[src/rtl/spectrum_pkg.sv]
// Shared spectrum-analyser definitions: half-buffer sizing and the writer state encoding,
// used by aud_buffer_writer, CoDec_IF and the top level.
package spectrum_pkg;

  localparam int BUFFER_ADDR_BITS_DEF = 9;
  localparam int SMP_BYTE_W           = 8;

  typedef enum logic [1:0] {
    ST_FILL = 2'd0,
    ST_FULL = 2'd1,
    ST_ACK  = 2'd2
  } buf_state_e;

endpackage

[src/rtl/aud_sample_conv.sv]
// Reduces a signed audio sample to one RAM byte by truncation to its top 8 bits.
// AUD_BUFF_OFFSET_BINARY_EN selects offset-binary output (MSB inverted) instead of two's complement.
module aud_sample_conv
  import spectrum_pkg::*;
#(
  parameter int IN_WIDTH = 16
) (
  input  logic [IN_WIDTH-1:0]   smp_data,
  output logic [SMP_BYTE_W-1:0] smp_byte
);

  logic [SMP_BYTE_W-1:0] top_s;

  assign top_s = smp_data[IN_WIDTH-1 -: SMP_BYTE_W];

`ifdef AUD_BUFF_OFFSET_BINARY_EN
  assign smp_byte = {~top_s[SMP_BYTE_W-1], top_s[SMP_BYTE_W-2:0]};
`else
  assign smp_byte = top_s;
`endif

  // Discarded low-order bits are intentionally dropped, not rounded.
  generate
    if (IN_WIDTH > SMP_BYTE_W) begin : g_low_bits
      logic unused_s;
      assign unused_s = ^smp_data[IN_WIDTH-SMP_BYTE_W-1:0];
    end
  endgenerate

endmodule

[src/rtl/aud_buffer_writer.sv]
// Ping-pong audio buffer writer: fills the half not being read by CoDec_IF, then hands it over.
// Sample format controlled by AUD_BUFF_OFFSET_BINARY_EN (see aud_sample_conv).
module aud_buffer_writer
  import spectrum_pkg::*;
#(
  parameter int BUFFER_ADDR_BITS = BUFFER_ADDR_BITS_DEF,
  parameter int IN_WIDTH         = 16
) (
  input  logic                        clk,
  input  logic                        rst_n,
  input  logic [IN_WIDTH-1:0]         smp_data_i,
  input  logic                        smp_valid_i,
  output logic                        smp_ready_o,
  input  logic                        buffer_sel_i,
  output logic [BUFFER_ADDR_BITS:0]   ram_wr_addr_o,
  output logic [SMP_BYTE_W-1:0]       ram_wr_data_o,
  output logic                        ram_wren_o,
  output logic                        buffer_filled_o,
  input  logic                        buffer_empty_i,
  output logic                        buffer_empty_ack_o,
  output logic                        underrun_o
);

  localparam logic [BUFFER_ADDR_BITS-1:0] PTR_LAST = {BUFFER_ADDR_BITS{1'b1}};
  localparam logic [BUFFER_ADDR_BITS-1:0] PTR_ZERO = {BUFFER_ADDR_BITS{1'b0}};
  localparam logic [BUFFER_ADDR_BITS-1:0] PTR_ONE  = BUFFER_ADDR_BITS'(1);

  buf_state_e                  state_r;
  logic [BUFFER_ADDR_BITS-1:0] wr_ptr_r;
  logic                        wr_half_r;
  logic                        ready_r;
  logic                        wren_r;
  logic [BUFFER_ADDR_BITS:0]   addr_r;
  logic [SMP_BYTE_W-1:0]       data_r;
  logic                        filled_r;
  logic                        ack_r;
  logic                        underrun_r;
  logic                        accept_s;
  logic [SMP_BYTE_W-1:0]       conv_byte_s;

  aud_sample_conv #(
    .IN_WIDTH (IN_WIDTH)
  ) u_conv (
    .smp_data (smp_data_i),
    .smp_byte (conv_byte_s)
  );

  // ready_r mirrors (state_r == ST_FILL), so this is the handshake
  assign accept_s = smp_valid_i & ready_r;

  // Writer FSM, write pointer and all registered outputs
  always_ff @(posedge clk) begin
    if (!rst_n) begin
      state_r    <= ST_FILL;
      wr_ptr_r   <= PTR_ZERO;
      wr_half_r  <= ~buffer_sel_i;
      ready_r    <= 1'b1;
      wren_r     <= 1'b0;
      addr_r     <= {(BUFFER_ADDR_BITS+1){1'b0}};
      data_r     <= {SMP_BYTE_W{1'b0}};
      filled_r   <= 1'b0;
      ack_r      <= 1'b0;
      underrun_r <= 1'b0;
    end else begin
      wren_r <= accept_s;
      if (accept_s) begin
        addr_r   <= {wr_half_r, wr_ptr_r};
        data_r   <= conv_byte_s;
        wr_ptr_r <= wr_ptr_r + PTR_ONE;
      end
      case (state_r)
        ST_FILL: begin
          // CoDec drained its half before ours was ready: starvation is sticky
          if (buffer_empty_i) begin
            underrun_r <= 1'b1;
          end
          if (accept_s && (wr_ptr_r == PTR_LAST)) begin
            state_r  <= ST_FULL;
            ready_r  <= 1'b0;
            filled_r <= 1'b1;
          end
        end
        ST_FULL: begin
          if (buffer_empty_i) begin
            state_r  <= ST_ACK;
            filled_r <= 1'b0;
            ack_r    <= 1'b1;
          end
        end
        ST_ACK: begin
          // Halves swap here: target whichever half CoDec is not reading now
          if (!buffer_empty_i) begin
            state_r   <= ST_FILL;
            ack_r     <= 1'b0;
            ready_r   <= 1'b1;
            wr_ptr_r  <= PTR_ZERO;
            wr_half_r <= ~buffer_sel_i;
          end
        end
        default: begin
          state_r   <= ST_FILL;
          wr_ptr_r  <= PTR_ZERO;
          wr_half_r <= ~buffer_sel_i;
          ready_r   <= 1'b1;
          filled_r  <= 1'b0;
          ack_r     <= 1'b0;
        end
      endcase
    end
  end

  assign smp_ready_o        = ready_r;
  assign ram_wren_o         = wren_r;
  assign ram_wr_addr_o      = addr_r;
  assign ram_wr_data_o      = data_r;
  assign buffer_filled_o    = filled_r;
  assign buffer_empty_ack_o = ack_r;
  assign underrun_o         = underrun_r;

endmodule

[config.mk]
export PLATFORM = sky130hd
export DESIGN_NAME = aud_buffer_writer
export DESIGN_NICKNAME = d
export VERILOG_FILES = /design/src/rtl/spectrum_pkg.sv /design/src/rtl/aud_sample_conv.sv /design/src/rtl/aud_buffer_writer.sv
export SDC_FILE = /design/constraint.sdc
export NUM_CORES = 1
export LEC_CHECK = 0
export BUFFER_PORTS_ARGS = -buffer_cell sky130_fd_sc_hd__buf_2
export CAP_MARGIN = 20
export CORE_MARGIN = 2
export CORE_UTILIZATION = 44
export DETAILED_ROUTE_END_ITERATION = 12
export GPL_TIMING_DRIVEN = 0
export HOLD_SLACK_MARGIN = 0.08
export PLACE_DENSITY = 0.77
export SETUP_SLACK_MARGIN = 0.15
export SYNTH_ARGS = -nofsm -noshare
export SYNTH_HDL_FRONTEND = slang
export SYNTH_SLANG_ARGS = --single-unit
[constraint.sdc]
create_clock -name clk -period 1.3 [get_ports clk]
set_input_delay 0.26 -clock clk [delete_from_list [all_inputs] [get_ports clk]]
set_output_delay 0.26 -clock clk [all_outputs]
set_load 0.03 [all_outputs]
==> impl_metrics.json <==
{
  "die_w_um": 59.70,
  "seqPwrFrac_pct": 57.4,
  "fp.coreArea_um2": 3003,
  "routed_wirelength_um": 3049,
  "hpwl_um": 2067,
  "yosysWarnings": 0,
  "cts_hold_buffers": 0,
  "fin_ws_ns": -0.01141,
  "drt_iter0_drc": 13,
  "ios": 44,
  "p_per_area_nw_per_um2": 1030,
  "grt-ovfl-total": 0,
  "setup_viol": 1,
  "yosysMostFrequentCell": "nand2_1",
  "area_delta_synth_final_pct": 38.86,
  "timing.final.crit_share_pct": 100.9,
  "yosys.area.top_type": "dfxtp_1",
  "hold_violations": 0,
  "r2r_cells": 3,
  "die-area_um2": 3564,
  "crit_path_end_kind": "flip-flop",
  "cts_inserted_buffers": 5,
  "dp_slack_ns": -0.04888,
  "syn_area_um2": 1365,
  "cp.required_ns": 1.35,
  "first_pass_iters": 4,
  "routed_via_density": 5.075,
  "layout_min_cycle_time_ns": 1.311,
  "diodes": 0,
  "wl_per_cell_um": 12.65,
  "finalPower_mw": 1.952,
  "peakVddDrop_mv": 0.7693,
  "antenna_found_initial": 0,
  "setup.worst_path.class": "reg2reg",
  "yosys.area.top_type_share_pct": 49.86,
  "drc": 0,
  "synthFlopType": "dfxtp_1",
  "grt_max_degree": 12,
  "synth_area_per_cell_um2": 8.807,
  "slew_headroom_pct": 74.26,
  "grt_pass1_wl_um": 4802,
  "skew_ns": 0.008672,
  "synth.area.top_cells": "dfxtp_1 (50%), nand2_1 (12%), a21boi_0 (10%)",
  "hp-class": "in2reg",
  "ant_nets": 0,
  "violations": "setup timing",
  "start_kind": "flip-flop",
  "power.share.switching_pct": 24.99,
  "synthArstFlopShare_pct": 0,
  "netSwitchingPower_mw": 0.4879,
  "synth_compound_area_share_pct": 17.32,
  "r2r_end": "wr_half_r$_DFFE_PP_",
  "status": "finished, violations left",
  "final_cell_area_um2": 1896,
  "cts.path.max_buffers": 2,
  "min_to": "ram_wr_data_o[6]$_SDFFE_PN0P_",
  "row_count": 20,
  "synth_edf_count": 1,
  "worstMarginPinSlew_ns": 0.3860,
  "num_vias": 1223,
  "cts_tree": "yes",
  "slew_viol_final": 0,
  "power_frac_comb_pct": 12.1,
  "finalSetupTns_ns": -0.01141,
  "cts.clk_slew.worst_paths_ns": 0.10,
  "synth_nets": 178,
  "synth.area.mux_share_pct": 0.7333,
  "drive_above_1_share_pct": 40.38,
  "grt_usage_pct": 17.92,
  "power_leakage_nw": 0.7675,
  "rsz0062_at_grt": "yes",
  "cts.sinks": 35,
  "clk_latency_ns": 0.33,
  "max_freq_mhz": 762.5,
  "worstHoldPathCells": 3,
  "io_buffer_count": 35,
  "synth_top_cells_by_count": "nand2_1 (43), dfxtp_1 (34), a21boi_0 (19), a21oi_1 (8), o21ai_0 (6)",
  "min_from": "smp_data_i[14]",
  "nFillCells": 264,
  "synth_top_family_by_area": "simple AND/OR/NAND/NOR gates",
  "place.gp.congestion": 0.7810,
  "die_y_um": 59.70,
  "cts-root-buf": "clkbuf_4",
  "dpl_cell_area_um2": 1622,
  "max_cap_viol_count": 0,
  "synth-xor-area-share_pct": 1.925,
  "grt_pass1_vias": 1155,
  "yosys.area_share.simple_pct": 22.36,
  "synthDistinctLibCells": 29,
  "r2r_slack_ns": -0.01,
  "synthAdderAreaFrac_pct": 1.833,
  "start_util_pct": 45.46,
  "yosysSeqAreaShare_pct": 52.06,
  "crit_fanout": 10,
  "syn-instance-count": 155,
  "cts-htree-levels": 2,
  "clock_power_share_pct": 30.6,
  "fin_nets": 230,
  "ys_ff_latch": 35,
  "intPower_mw": 1.464,
  "critPathArrivalTime_ns": 1.36,
  "r2r_start": "state_r[0]$_SDFFE_PN0P_"
}
layout make-up:
cell class	instances	area [um^2]	share of cell area (%)
Sequential cell	35	740.7	39.08
Multi-Input combinational cell	109	670.6	35.38
Timing Repair Buffer	45	309.0	16.30
Buffer	8	62.56	3.300
Clock buffer	7	55.05	2.904
Tap cell	33	41.29	2.178
Inverter	3	11.26	0.5941
Clock inverter	1	5.005	0.2640
kinds of logic after synthesis:
group                    Yosys count
AND/OR/NAND/NOR                   67
AO/OA/AOI/OAI                     36
flip-flops                        35
buffers and inverters             11
XOR/XNOR                           3
adder cells (fa/ha/maj)            2
multiplexers                       1
sequential cells by signal, indices dropped and copies added (netlist names):
register / flops
wr_half_r: 1
wr_ptr_r: 9
ram_wr_addr_o: 10
smp_ready_o: 1
buffer_filled_o: 1
state_r: 2
ram_wren_o: 1
underrun_o: 1
buffer_empty_ack_o: 1
ram_wr_data_o: 8
worst max-delay path by stage:
stage                                  from                 endpoint  slack, ns  depth (start not counted)
floorplan            wr_ptr_r[1]$_SDFF_PN0_  state_r[0]$_SDFFE_PN0P_       0.11                          7
global placement     wr_ptr_r[4]$_SDFF_PN0_  state_r[0]$_SDFFE_PN0P_      0.006                          6
detailed placement   wr_ptr_r[4]$_SDFF_PN0_  state_r[0]$_SDFFE_PN0P_      -0.05                          6
CTS                  wr_ptr_r[0]$_SDFF_PN0_  state_r[0]$_SDFFE_PN0P_     -0.002                          7
global route         wr_ptr_r[0]$_SDFF_PN0_  state_r[0]$_SDFFE_PN0P_      -0.10                          7
finish              state_r[0]$_SDFFE_PN0P_      wr_half_r$_DFFE_PP_      -0.01                          3
repair_timing:
item	4_1_cts	5_1_grt
pin swaps	5	1
gates resized for setup	23	55
setup endpoints to repair	23	49
cloned	0	1
buffers inserted	6	3
power by group through the flow:
stage                     Sequential, mW  Combinational, mW  Clock (mW)
after floorplan                     1.19             0.0773           0
after global placement              1.15              0.181           0
after detailed placement            1.15              0.187           0
after CTS                           1.12              0.211       0.615
after global routing                1.12              0.254       0.661
final                               1.12              0.235       0.597
through the flow:
step | cells | utilization [%] | hold slack (ns)
final | 241 | 63.13 | 0.1517
after global routing | 241 | 63.13 | 0.1429
after CTS | 237 | 59.62 | 0.1440
after detailed placement | 223 | 54.00 | 0.4563
after global placement | 223 | 54.00 | 0.4464
after floorplan | 155 | - | 0.3915
worst max-delay path, stage by stage, from the launching register on:
cell and delay (ns):
dfxtp_1 0.47, nor2b_1 0.08, o21ai_1 0.24, buf_4 0.24
per-layer routing:
| metal | vias to the layer above | wire length [um] | track usage (%) |
|---|---|---|---|
| li1 | 624 | - | - |
| met1 | 566 | 1256 | 18.72 |
| met2 | 30 | 1623 | 32.61 |
| met3 | 3 | 139 | 5.844 |
| met4 | 0 | 30 | 7.302 |
| met5 | - | 0 | 0 |
cells in the final DEF, fill, tap and decap left out, types with 3 or more instances in the layout:
| cell type | Yosys | layout |
|---|---|---|
| clkbuf_1 | 4 | 3 |
| buf_6 | 0 | 3 |
| nor2_1 | 4 | 4 |
| dfxtp_1 | 34 | 22 |
| a21oi_1 | 8 | 7 |
| buf_2 | 1 | 13 |
| a21boi_0 | 19 | 10 |
| buf_4 | 2 | 32 |
| a21boi_1 | 0 | 9 |
| inv_1 | 3 | 3 |
| dfxtp_2 | 0 | 6 |
| nand3_2 | 0 | 3 |
| nand2_1 | 43 | 42 |
| clkbuf_4 | 0 | 5 |
| o21ai_0 | 6 | 5 |
| and3_1 | 3 | 3 |
| dfxtp_4 | 0 | 6 |
| or3_1 | 4 | 3 |
Power figures use the tool's default switching activity.
